`src/rtl/mem_arbiter.sv`:
```
// Arbitrates a single RAM port between an instruction fetch and a data requester.
// Data wins by default; a pending fetch is forced through after MAX_DSTREAK data grants.
module mem_arbiter #(
  parameter int unsigned MAX_DSTREAK = 4
) (
  input  logic        CLK,
  input  logic        RST,
  input  logic        iren,
  input  logic [31:0] iaddr,
  output logic [31:0] iload,
  output logic        iwait,
  input  logic        dren,
  input  logic        dwen,
  input  logic [31:0] daddr,
  input  logic [31:0] dstore,
  output logic [31:0] dload,
  output logic        dwait,
  output logic        ramren,
  output logic        ramwen,
  output logic [31:0] ramaddr,
  output logic [31:0] ramstore,
  input  logic [31:0] ramload,
  input  logic [1:0]  ramstate,
  output logic [2:0]  dstreak
);

  typedef enum logic [1:0] {IDLE, IGRANT, DGRANT} state_t;
  typedef enum logic [1:0] {RAM_FREE, RAM_BUSY, RAM_ACCESS, RAM_ERROR} ram_state_t;

  localparam logic [2:0] STREAK_MAX = 3'(MAX_DSTREAK);

  state_t     state;
  state_t     cur;
  logic [2:0] streak;
  logic       d_req;
  logic       ram_done;

  assign d_req    = dren | dwen;
  assign ram_done = (ram_state_t'(ramstate) == RAM_ACCESS);

  // Reset masks the grant combinationally so an interrupted access never completes.
  always_comb begin
    cur = state;
    if (RST) cur = IDLE;
  end

  always_ff @(posedge CLK) begin
    if (RST) begin
      state  <= IDLE;
      streak <= '0;
    end else begin
      case (state)
        IDLE: begin
          if (d_req && !(iren && streak == STREAK_MAX)) begin
            state <= DGRANT;
            if (!iren)
              streak <= '0;
            else if (streak < STREAK_MAX)
              streak <= streak + 3'd1;
          end else if (iren) begin
            state  <= IGRANT;
            streak <= '0;
          end
        end
        IGRANT:  if (!iren || ram_done) state <= IDLE;
        DGRANT:  if (!d_req || ram_done) state <= IDLE;
        default: state <= IDLE;
      endcase
    end
  end

  always_comb begin
    ramren   = 1'b0;
    ramwen   = 1'b0;
    ramaddr  = '0;
    ramstore = '0;
    iwait    = 1'b1;
    dwait    = 1'b1;
    case (cur)
      IGRANT: begin
        ramren  = iren;
        ramaddr = iaddr;
        iwait   = !(iren && ram_done);
      end
      DGRANT: begin
        ramwen   = dwen;
        ramren   = dren & ~dwen;
        ramaddr  = daddr;
        ramstore = dstore;
        dwait    = !(d_req && ram_done);
      end
      default: ;
    endcase
  end

  assign iload   = ramload;
  assign dload   = ramload;
  assign dstreak = streak;

endmodule

```
`config.mk`:
```
export PLATFORM = sky130hd
export DESIGN_NAME = mem_arbiter
export DESIGN_NICKNAME = d
export VERILOG_FILES = /design/src/rtl/mem_arbiter.sv
export SDC_FILE = /design/constraint.sdc
export NUM_CORES = 1
export LEC_CHECK = 0
export ABC_AREA = 1
export CORE_AREA = 2 2 106 108
export CTS_CLUSTER_DIAMETER = 80
export DETAILED_ROUTE_END_ITERATION = 7
export DIE_AREA = 0 0 108 110
export GPL_TIMING_DRIVEN = 1
export PLACE_DENSITY = 0.72
export SETUP_SLACK_MARGIN = 0.2
export SLEW_MARGIN = 20
export SYNTH_ARGS = -nofsm -noshare
export SYNTH_HDL_FRONTEND = slang
export SYNTH_SLANG_ARGS = --single-unit
```
`constraint.sdc`:
```
create_clock -name CLK -period 2.2 [get_ports CLK]
set_input_delay 0.44 -clock CLK [delete_from_list [all_inputs] [get_ports CLK]]
set_output_delay 0.44 -clock CLK [all_outputs]
set_load 0.02 [all_outputs]
```
# --- Word level (Yosys, flattened, before mapping) ---
# Cells that the tools add are included.
classes:
  mux: 16
  eq_ne: 10
  n_addsub: 1
  reduce_logical: 15
  n_bitwise: 3
  magnitude_cmp: 1
op_table:
  columns: ["operator", "count"]
  rows:
  - ["32-bit case mux with 2 select lines", 1]
  - ["32-bit two-way mux", 1]
  - ["3-bit two-way mux", 4]
  - ["2-bit two-way mux", 5]
  - ["2-bit == test (second input constant)", 3]
  - ["2-bit case mux with 3 select lines", 1]
  - ["3-bit AND reduction", 2]
  - ["1-bit zero test", 5]
  - ["2-bit by 1-bit == test with 1-bit output (second input constant)", 2]
  - ["1-bit logical AND", 4]
  - ["2-bit != test (second input constant)", 2]
  - ["3-bit by 1-bit adder with 3-bit output (second input constant)", 1]
  - ["3-bit == test (second input constant)", 1]
  - ["3-bit < comparator (second input constant)", 1]
  - ["1-bit two-way mux", 3]
  - ["3-bit by 2-bit != test with 1-bit output (second input constant)", 1]
  - ["3-bit != test (second input constant)", 1]
  - ["2-bit zero test", 1]
  - ["1-bit logical OR", 2]
  - ["1-bit case mux with 2 select lines", 1]
  - ["2-bit nonzero test", 1]
  - ["1-bit bitwise AND", 1]
  - ["1-bit inverter", 1]
  - ["1-bit bitwise OR", 1]
totals:
  inputBits: 135
  elab_cells: 48
  register_bits: 5
  output_inout_bits: 135

# --- Depth between registers and ports, before layout ---
# Gate-level depths: netlist of run 1.
logic_depth:
  word_depth: 6
  depth_mapped: 8
  ltp_nobuf: 7

# --- Worst setup path after synthesis of run 1 ---
# Ideal clock, no wire load.
synth_path:
  path_type: "input port to output port"
  startpoint: "input port RST"
  endpoint: "output port ramaddr[0]"
  path_stages: 6
  path_slack_ns: 0.245
  required_ns: 1.760
  arrival_ns: 1.515
  path_buffers: 2
  path_cell_list: "nor2_1 inv_1 ha_1 clkbuf_1 buf_2 a21oi_1"
synth_between:
  elab_chain_cells: 3
synth_lines:
  columns: ["item", "line", "text"]
  rows:
  - ["from (decl)", "7", "input logic RST,"]
  - ["2-bit two-way mux (*)", "44", "if (RST) cur = IDLE;"]
  - ["2-bit == test / 2-bit by 1-bit == test with 1-bit output (equally long branches)", "79", "case (cur)"]
  - ["32-bit case mux with 2 select lines (*)", "79", null]
  - ["to (decl)", "20", "output logic [31:0] ramaddr,"]
# Every way passes the cells marked *; elsewhere a longest branch is shown, timed or not.

# --- Final worst setup path of run 1 ---
layout_path:
  startpoint: "register state[0]"
  endpoint: "output port ramaddr[21]"
layout_between:
  elab_chain_cells: 3
layout_lines:
  columns: ["item", "line", "text"]
  rows:
  - ["from (decl)", "32", "state_t state;"]
  - ["from (signal assigned)", "49", "state <= IDLE;"]
  - ["from (signal assigned)", "55", "state <= DGRANT;"]
  - ["from (signal assigned)", "61", "state <= IGRANT;"]
  - ["2-bit two-way mux (*)", "44", null]
  - ["2-bit == test / 2-bit by 1-bit == test with 1-bit output (equally long branches)", "79", null]
  - ["32-bit case mux with 2 select lines (*)", "79", null]
# Marks and branches as above.

==> flow_metrics.tcl, run 1 <==
set metrics [dict create \
    globalplace.congestion 0.782 \
    r2r_setup_slack_ps 1040 \
    grt_pass1_wl_microns 10600 \
    synthDistinctLibCells 17 \
    core_sq_um 10700 \
    path_max_fanout 7 \
    dieArea_sq_um 11900 \
    grt_max_degree 23 \
    cp.arrival_ps 1620 \
    cts.root.buffer_cell "clkbuf_8" \
    avgSynthCellArea_sq_um 5.22 \
    syn2layout_area_growth_pct 128 \
    fillerInstances 1112 \
    drtIter0Drc 97 \
    synthCells 311 \
    start_util_pct 15.2 \
    insertedDiodeCount 0 \
    clk_pin_slew_ps 30 \
    slew_headroom_pct 84.5 \
    finalHoldViolCount 0 \
    preCtsSetupSlack_ps -696 \
    drive_above_1_share_pct 45.2 \
    worstSetupPathType "reg -> out" \
    reg2reg_from "dstreak[0]" \
    total_leakage_power_nw 1.70 \
    chipWidth_microns 108 \
    final_common_cell "clkdlybuf4s50_1" \
    crit_start "state[0]" \
    grt_overflow 0 \
    placedCellCount 564 \
    status "finished, final reports clean" \
    skew_ps 1.03 \
    layout_common_cells "clkdlybuf4s50_1, nand2_1, buf_4" \
    critPathMaxStageDelay_ps 320 \
    worst_path_most_repeated_cell "buf_6" \
    drv_cap 0 \
    synth_nets 450 \
    htreeDepth 1 \
    place_hpwl_microns 5340 \
    drv_slew 0 \
    worst_slack_ps 143 \
    startpoint_type "register" \
    p_clk_share_pct 17.0 \
    route.vias.total 2320 \
    max_freq_ghz 0.486 \
    synth-seq-cells 5 \
    rsz0062_at_grt "yes" \
    io_pins 270 \
    worst_pin_slew_ps 233 \
    cts_sinks 5 \
    cpMaxStageDelayCell "dfxtp_2" \
    fin_crit_ps 2060 \
    finalSetupTns_ps 0 \
    final_util_pct 34.6 \
    portBuffers 173 \
    antenna_found_initial 0 \
    fin_cells 585 \
    crit_path_end_kind "output port" \
    routedWlPerCell_microns 13.4 \
    ys_warn_count 0 \
    pwr-share-seq_pct 10.9 \
    comb_power_share_pct 72.1 \
    track_usage_pct 11.2 \
    power_switching_mw 0.371 \
    peakVddDrop_mv 0.319 \
    drc 0 \
    cts.path.max_buffers 2 \
    cts_buffers 3 \
    cts_tree "yes" \
    path_buf_inv 6 \
    num_rows 38 \
    hold_buffers 0 \
    syn_area_sq_um 1620 \
    routed_wl_microns 7860 \
    critPathTopFamily "buffers and inverters" \
    swShare_pct 37.4 \
    hold_class "in -> reg" \
    period_share_pct 93.5 \
    grt_pass1_vias 2188 \
    hp-start "RST" \
    power.internal_mw 0.622 \
    seq_area_frac_synth_pct 6.16 \
    first_pass_iters 4 \
    p_total_mw 0.993 \
    power.density_nw_per_um2 268 \
    ant_nets 0 \
    cp.required_ps 1760 \
    setup_viol 0 \
    insertion_delay_ps 220 \
    fp.dieH_microns 110 \
    vias_per_cell 3.97 \
    critical_path.cell_chain "inv_2, nor2_4, buf_6, ha_4, buf_6, buf_12, buf_16, nand2_1, a21oi_2, buf_4" \
    nNetsFinal 585 \
]
## repair_timing
| item | in CTS | in global routing |
|---|---|---|
| endpoints found under the setup margin | 68 | 67 |
| buffers inserted | 8 | 3 |
| pin swaps | 20 | 15 |
| gates cloned | 5 | 1 |
| gates resized for setup | 338 | 115 |
## stage by stage
| step | hold WS [ps] | instance area, sq um |
|---|---|---|
| 5_1_grt | 510 | 3700 |
| 4_1_cts | 587 | 3310 |
| 2_1_floorplan | 509 | 1620 |
| 6_report | 509 | 3700 |
| 3_3_place_gp | 556 | 3160 |
| 3_5_place_dp | 579 | 3160 |
## logic make-up after synthesis
family                     Yosys count  share of synthesized area [%]
buffers and inverters              128                           45.2
and+or+nand+nor                    136                           33.5
DFF                                  5                           6.16
AOI/OAI and AO/OA                   38                           12.0
adders and majority gates            4                           3.08
## path summary, 6_finish.rpt
check	endpoint	cells after the start
worst max-delay path	ramaddr[21]	10
worst min-delay path	state[1]	3
worst max register to register	dstreak[0]	7
worst min register to register	dstreak[1]	4
## synth_stat cells
master    number  area, sq um
o22ai_1        1         6.26
nand4_1        2         12.5
nor2_1         5         18.8
nand2_2        2         12.5
inv_1         16         60.1
dfxtp_1        5          100
buf_2         11         55.1
a21oi_2        1         8.76
buf_4         64          480
nand2_1      111          417
clkbuf_1       4         15.0
ha_1           4         50.1
a21oi_1       35          175
o21ai_1        1         5.00
nor2_2         3         18.8
inv_2         33          124
nand3_1       13         65.1
## power groups by stage
stage | sequential, mW | combinational, mW | clock [mW]
after floorplan | 0.116 | 0.386 | 0
after global placement | 0.108 | 0.568 | 0
after detailed placement | 0.108 | 0.578 | 0
after CTS | 0.108 | 0.638 | 0.174
after global routing | 0.110 | 0.765 | 0.182
final | 0.109 | 0.715 | 0.169
## final cells by class
| class | count | area (sq um) | area share [%] |
|---|---|---|---|
| well taps | 140 | 175 | 4.73 |
| flip-flops and latches | 5 | 103 | 2.77 |
| multi-input cells | 178 | 1010 | 27.3 |
| clock buffers | 4 | 45.0 | 1.22 |
| inverters | 49 | 184 | 4.97 |
| repair buffers | 209 | 2180 | 59.0 |
## sequential cells by signal, summed over array words and instances, names as in the netlist
register,cells
dstreak,3
state,2
## metal layers
metal / track usage (%) / share of wire [%] / wire [microns] / vias to the layer above
met1: 11.8 / 37 / 2910 / 1034
met3: 3.00 / 8.6 / 673 / 27
li1: - / - / - / 1138
met5: 0 / 0 / 0 / -
met4: 3.66 / 2.5 / 194 / 0
met2: 21.7 / 52 / 4080 / 121
## worst reg2reg max path: stages, from the launching register on
cell and delay (ps):
dfxtp_1 370, inv_1 80, ha_1 210, nand2_1 60
nand3_1 90, a21oi_1 170, nand2_1 70, inv_1 50
Note: power is estimated with default switching activity, not from simulation.
==> run 2: changes to the inputs <==
--- a/config.mk
+++ b/config.mk
@@ -6,14 +6,16 @@
 export NUM_CORES = 1
 export LEC_CHECK = 0
 export ABC_AREA = 1
-export CORE_AREA = 2 2 106 108
+export CORE_AREA = 2 2 105 107
 export CTS_CLUSTER_DIAMETER = 80
 export DETAILED_ROUTE_END_ITERATION = 7
-export DIE_AREA = 0 0 108 110
+export DIE_AREA = 0 0 107 109
+export DONT_BUFFER_PORTS = 1
 export GPL_TIMING_DRIVEN = 1
-export PLACE_DENSITY = 0.72
+export PLACE_DENSITY = 0.3
 export SETUP_SLACK_MARGIN = 0.2
 export SLEW_MARGIN = 20
 export SYNTH_ARGS = -nofsm -noshare
 export SYNTH_HDL_FRONTEND = slang
 export SYNTH_SLANG_ARGS = --single-unit
+export TNS_END_PERCENT = 30
==> flow_metrics.tcl, run 2 (synthesized netlist as in run 1, its figures left out) <==
set metrics [dict create \
    globalplace.congestion 0.739 \
    grt_max_degree 25 \
    dieArea_sq_um 11700 \
    cp.arrival_ps 1570 \
    peakVddDrop_mv 0.322 \
    fillerInstances 1220 \
    ant_nets 0 \
    cp.required_ps 1760 \
    track_usage_pct 8.66 \
    critPathMaxStageDelay_ps 350 \
    nNetsFinal 430 \
    syn2layout_area_growth_pct 24.9 \
    cts_buffers 3 \
    core_sq_um 10600 \
    num_rows 38 \
    startpoint_type "register" \
    htreeDepth 1 \
    skew_ps 1.25 \
    drive_above_1_share_pct 43.8 \
    reg2reg_from "dstreak[0]" \
    hp-start "RST" \
    p_total_mw 0.683 \
    critical_path.cell_chain "inv_4, nor2_4, inv_2, ha_4, buf_12, bufbuf_16, nand2_1, inv_2" \
    r2r_setup_slack_ps 880 \
    cts.path.max_buffers 2 \
    path_max_fanout 9 \
    status "finished, final reports clean" \
    rsz0062_at_grt "yes" \
    fp.dieH_microns 109 \
    insertion_delay_ps 220 \
    worst_path_most_repeated_cell "inv_2" \
    drtIter0Drc 60 \
    route.vias.total 1717 \
    start_util_pct 15.3 \
    path_buf_inv 5 \
    cts_tree "yes" \
    drv_cap 0 \
    layout_common_cells "nand2_1, buf_4, inv_2" \
    vias_per_cell 3.99 \
    power.density_nw_per_um2 337 \
    cpMaxStageDelayCell "dfxtp_4" \
    portBuffers 0 \
    critPathTopFamily "buffers and inverters" \
    clk_pin_slew_ps 30 \
    period_share_pct 91.4 \
    slew_headroom_pct 78.1 \
    drc 0 \
    grt_overflow 0 \
    crit_path_end_kind "output port" \
    largest_register_ffs 3 \
    total_leakage_power_nw 0.971 \
    worst_pin_slew_ps 328 \
    grt_pass1_wl_microns 7850 \
    setup_viol 0 \
    routedWlPerCell_microns 14.1 \
    final_common_cell "nand2_1" \
    worstSetupPathType "reg -> out" \
    hold_class "in -> reg" \
    antenna_found_initial 0 \
    r2r_cells 7 \
    whs_ps 283 \
    insertedDiodeCount 0 \
    finalHoldViolCount 0 \
    max_freq_ghz 0.497 \
    place_hpwl_microns 4640 \
    rr_endpoint "dstreak[0]" \
    drv_slew 0 \
    routed_wl_microns 6080 \
    worst_slack_ps 189 \
    cts.root.buffer_cell "clkbuf_8" \
    first_pass_iters 4 \
    holdPathEnd "state[1]" \
    io_pins 270 \
    grt_pass1_vias 1508 \
    preCtsSetupSlack_ps 191 \
    hold_buffers 0 \
    chipWidth_microns 107 \
    fin_crit_ps 2010 \
    cts_sinks 5 \
    hold_path_depth 1 \
    finalSetupTns_ps 0 \
]
==> run 2: what timing repair did <==
action                     CTS  global route
cloned                       3             2
pin swaps                    3             2
setup endpoints to repair   57            51
resized for setup           27            26
setup buffers                4             4
==> run 2: power breakdown <==
part,switching (mW),total (mW),leakage (nW),internal (mW)
Combinational,0.236,0.400,0.906,0.165
Sequential,0.0156,0.116,0.0420,0.101
Clock,0.0418,0.166,0.0228,0.124
==> run 2: per-stage QoR <==
stage               cells  instance area [sq um]  util (%)
finish                430                   2030      19.1
CTS                   424                   1850      17.4
global route          430                   2030      19.1
global placement      413                   1580      14.9
floorplan             311                   1620         -
detailed placement    413                   1580      14.9
==> run 2: layout make-up <==
class,count,area [sq um],area share [%]
clock buffer,4,45.0,2.22
inverter,49,186,9.19
multi-input combinational,178,917,45.2
sequential,5,105,5.18
tap,140,175,8.64
timing repair buffer,54,599,29.5
==> run 2: worst max path at each step <==
stage	from	endpoint	slack, ps	depth (start not counted)
global route	state[0]	ramstore[17]	110	8
global placement	RST	ramaddr[26]	250	6
CTS	state[0]	ramstore[17]	190	8
finish	state[0]	ramstore[4]	190	8
floorplan	RST	ramaddr[0]	240	6
detailed placement	state[1]	ramaddr[26]	190	7
==> run 2: routing by layer <==
| metal | up-vias | global-route usage (%) | wire [microns] |
|---|---|---|---|
| met1 | 750 | 8.26 | 2100 |
| met2 | 131 | 16.8 | 3180 |
| li1 | 827 | - | - |
| met5 | - | 0 | 0 |
| met3 | 9 | 4.18 | 728 |
| met4 | 0 | 1.86 | 73 |
==> run 3: changes to the inputs <==
--- a/config.mk
+++ b/config.mk
@@ -12,7 +12,7 @@
 export DIE_AREA = 0 0 107 109
 export DONT_BUFFER_PORTS = 1
 export GPL_TIMING_DRIVEN = 1
-export PLACE_DENSITY = 0.3
+export PLACE_DENSITY = 0.33
 export SETUP_SLACK_MARGIN = 0.2
 export SLEW_MARGIN = 20
 export SYNTH_ARGS = -nofsm -noshare
==> flow_metrics.tcl, run 3 (synthesized netlist as in run 1, its figures left out) <==
set metrics [dict create \
    status "finished, final reports clean" \
    antenna_found_initial 0 \
    cts_sinks 5 \
    first_pass_iters 4 \
    fillerInstances 1241 \
    power_switching_mw 0.295 \
    multi_input_area_sq_um 905 \
    grt_pass1_wl_microns 8040 \
    fin_cells 428 \
    total_leakage_power_nw 0.968 \
    grt_overflow 0 \
    vias_per_cell 4.11 \
    path_max_fanout 23 \
    globalplace.congestion 0.712 \
    swShare_pct 43.1 \
    dieArea_sq_um 11700 \
    worst_slack_ps 225 \
    power.internal_mw 0.389 \
    drc 0 \
    chipWidth_microns 107 \
    cts.path.max_buffers 2 \
    preCtsSetupSlack_ps 244 \
    worst_pin_slew_ps 316 \
    routedWlPerCell_microns 14.4 \
    ant_nets 0 \
    critPathMaxStageDelay_ps 360 \
    cts.root.buffer_cell "clkbuf_8" \
    routed_wl_microns 6180 \
    layout_common_cells "nand2_1, inv_2, buf_4" \
    hold_buffers 0 \
    finalHoldViolCount 0 \
    slew_headroom_pct 78.9 \
    final-seq-area_sq_um 103 \
    io_pins 270 \
    cp.arrival_ps 1530 \
    drtIter0Drc 62 \
    met2_usage_pct 16.7 \
    cts_buffers 3 \
    grt-busiest-layer "met2" \
    final_common_cell "nand2_1" \
    period_share_pct 89.8 \
    hold_class "in -> reg" \
    max_freq_ghz 0.506 \
    cpMaxStageDelayCell "ha_2" \
    fin_crit_ps 1970 \
    nNetsFinal 428 \
    fp.dieH_microns 109 \
    syn2layout_area_growth_pct 24.2 \
    cp.required_ps 1760 \
    track_usage_pct 8.88 \
    power.density_nw_per_um2 339 \
    drv_cap 0 \
    core_sq_um 10600 \
    largest_register_ffs 3 \
    pwr-share-seq_pct 16.9 \
    drive_above_1_share_pct 41.0 \
    setup_viol 0 \
    num_rows 38 \
    cts_tree "yes" \
    finalSetupTns_ps 0 \
    portBuffers 0 \
    grt_max_degree 24 \
    peakVddDrop_mv 0.314 \
    route.vias.total 1759 \
    p_clk_share_pct 24.3 \
    start_util_pct 15.3 \
    drv_slew 0 \
    gr-usage-met1_pct 8.76 \
    comb_power_share_pct 58.8 \
    critical_path.cell_chain "inv_2, nor2_4, inv_1, ha_2, buf_12, a21oi_1, buf_4" \
    placedCellCount 412 \
    use_met3_pct 3.11 \
    place_hpwl_microns 4660 \
    clk_pin_slew_ps 30 \
    worstSetupPathType "reg -> out" \
    insertion_delay_ps 220 \
    crit_path_end_kind "output port" \
    insertedDiodeCount 0 \
    grt_pass1_vias 1586 \
    rsz0062_at_grt "yes" \
    startpoint_type "register" \
    skew_ps 1.67 \
    htreeDepth 1 \
]
## run 3: changes by cell type in the layout (fill, tap and decap cells not counted), sizes merged
cell	delta
clkbuf	+1
buf	-3
## run 3: area by class of cell
class	count	area share, %
multi-input cells	178	44.9
repair buffers	52	30.0
inverters	49	9.12
well taps	140	8.68
flip-flops and latches	5	5.09
clock buffers	4	2.23
## run 3: per-layer routing
layer  share of wire (%)  routed length (microns)  vias up
met1                  33                     2060      765
li1                    -                        -      823
met2                  51                     3140      146
met5                   0                        0        -
met3                  11                      695       25
met4                 4.5                      279        0
## run 3: path summary, 6_finish.rpt
| kind | start | endpoint | slack (ps) | cells past startpoint |
|---|---|---|---|---|
| max | state[1] | ramaddr[14] | 230 | 7 |
| min reg2reg | state[1] | state[1] | 620 | 4 |
| min | RST | state[1] | 280 | 1 |
| max reg2reg | dstreak[0] | dstreak[0] | 910 | 7 |
## run 3: worst max-delay path, delay by kind of cell (launching register included)
kind                     cells  cell delay, ps
buffers and inverters        4             450
adder cells (fa/ha/maj)      1             360
AO/OA/AOI/OAI                1              60
AND/OR/NAND/NOR              1             100
flip-flops                   1             330
## run 3: power by group through the flow
stage | sequential (mW) | clock (mW) | combinational [mW]
floorplan | 0.116 | 0 | 0.386
global placement | 0.118 | 0 | 0.291
detailed placement | 0.118 | 0 | 0.296
CTS | 0.116 | 0.170 | 0.372
global route | 0.117 | 0.182 | 0.439
finish | 0.116 | 0.166 | 0.402
## run 3: metrics by stage
step	utilization, %	power, mW	instance area [sq um]	hold slack [ps]
final	19.0	0.684	2020	283
after global routing	19.0	0.738	2020	273
after CTS	17.3	0.658	1830	279
after detailed placement	15.0	0.414	1590	514
after global placement	15.0	0.409	1590	515
after floorplan	-	0.501	1620	509
## run 3: repair_timing
item | CTS | global route
buffers inserted | 5 | 1
gates resized for setup | 16 | 27
cloned | 3 | 3
pin swaps | 2 | 6
setup endpoints to repair | 35 | 48
endpoints found under the hold margin | 0 | 0
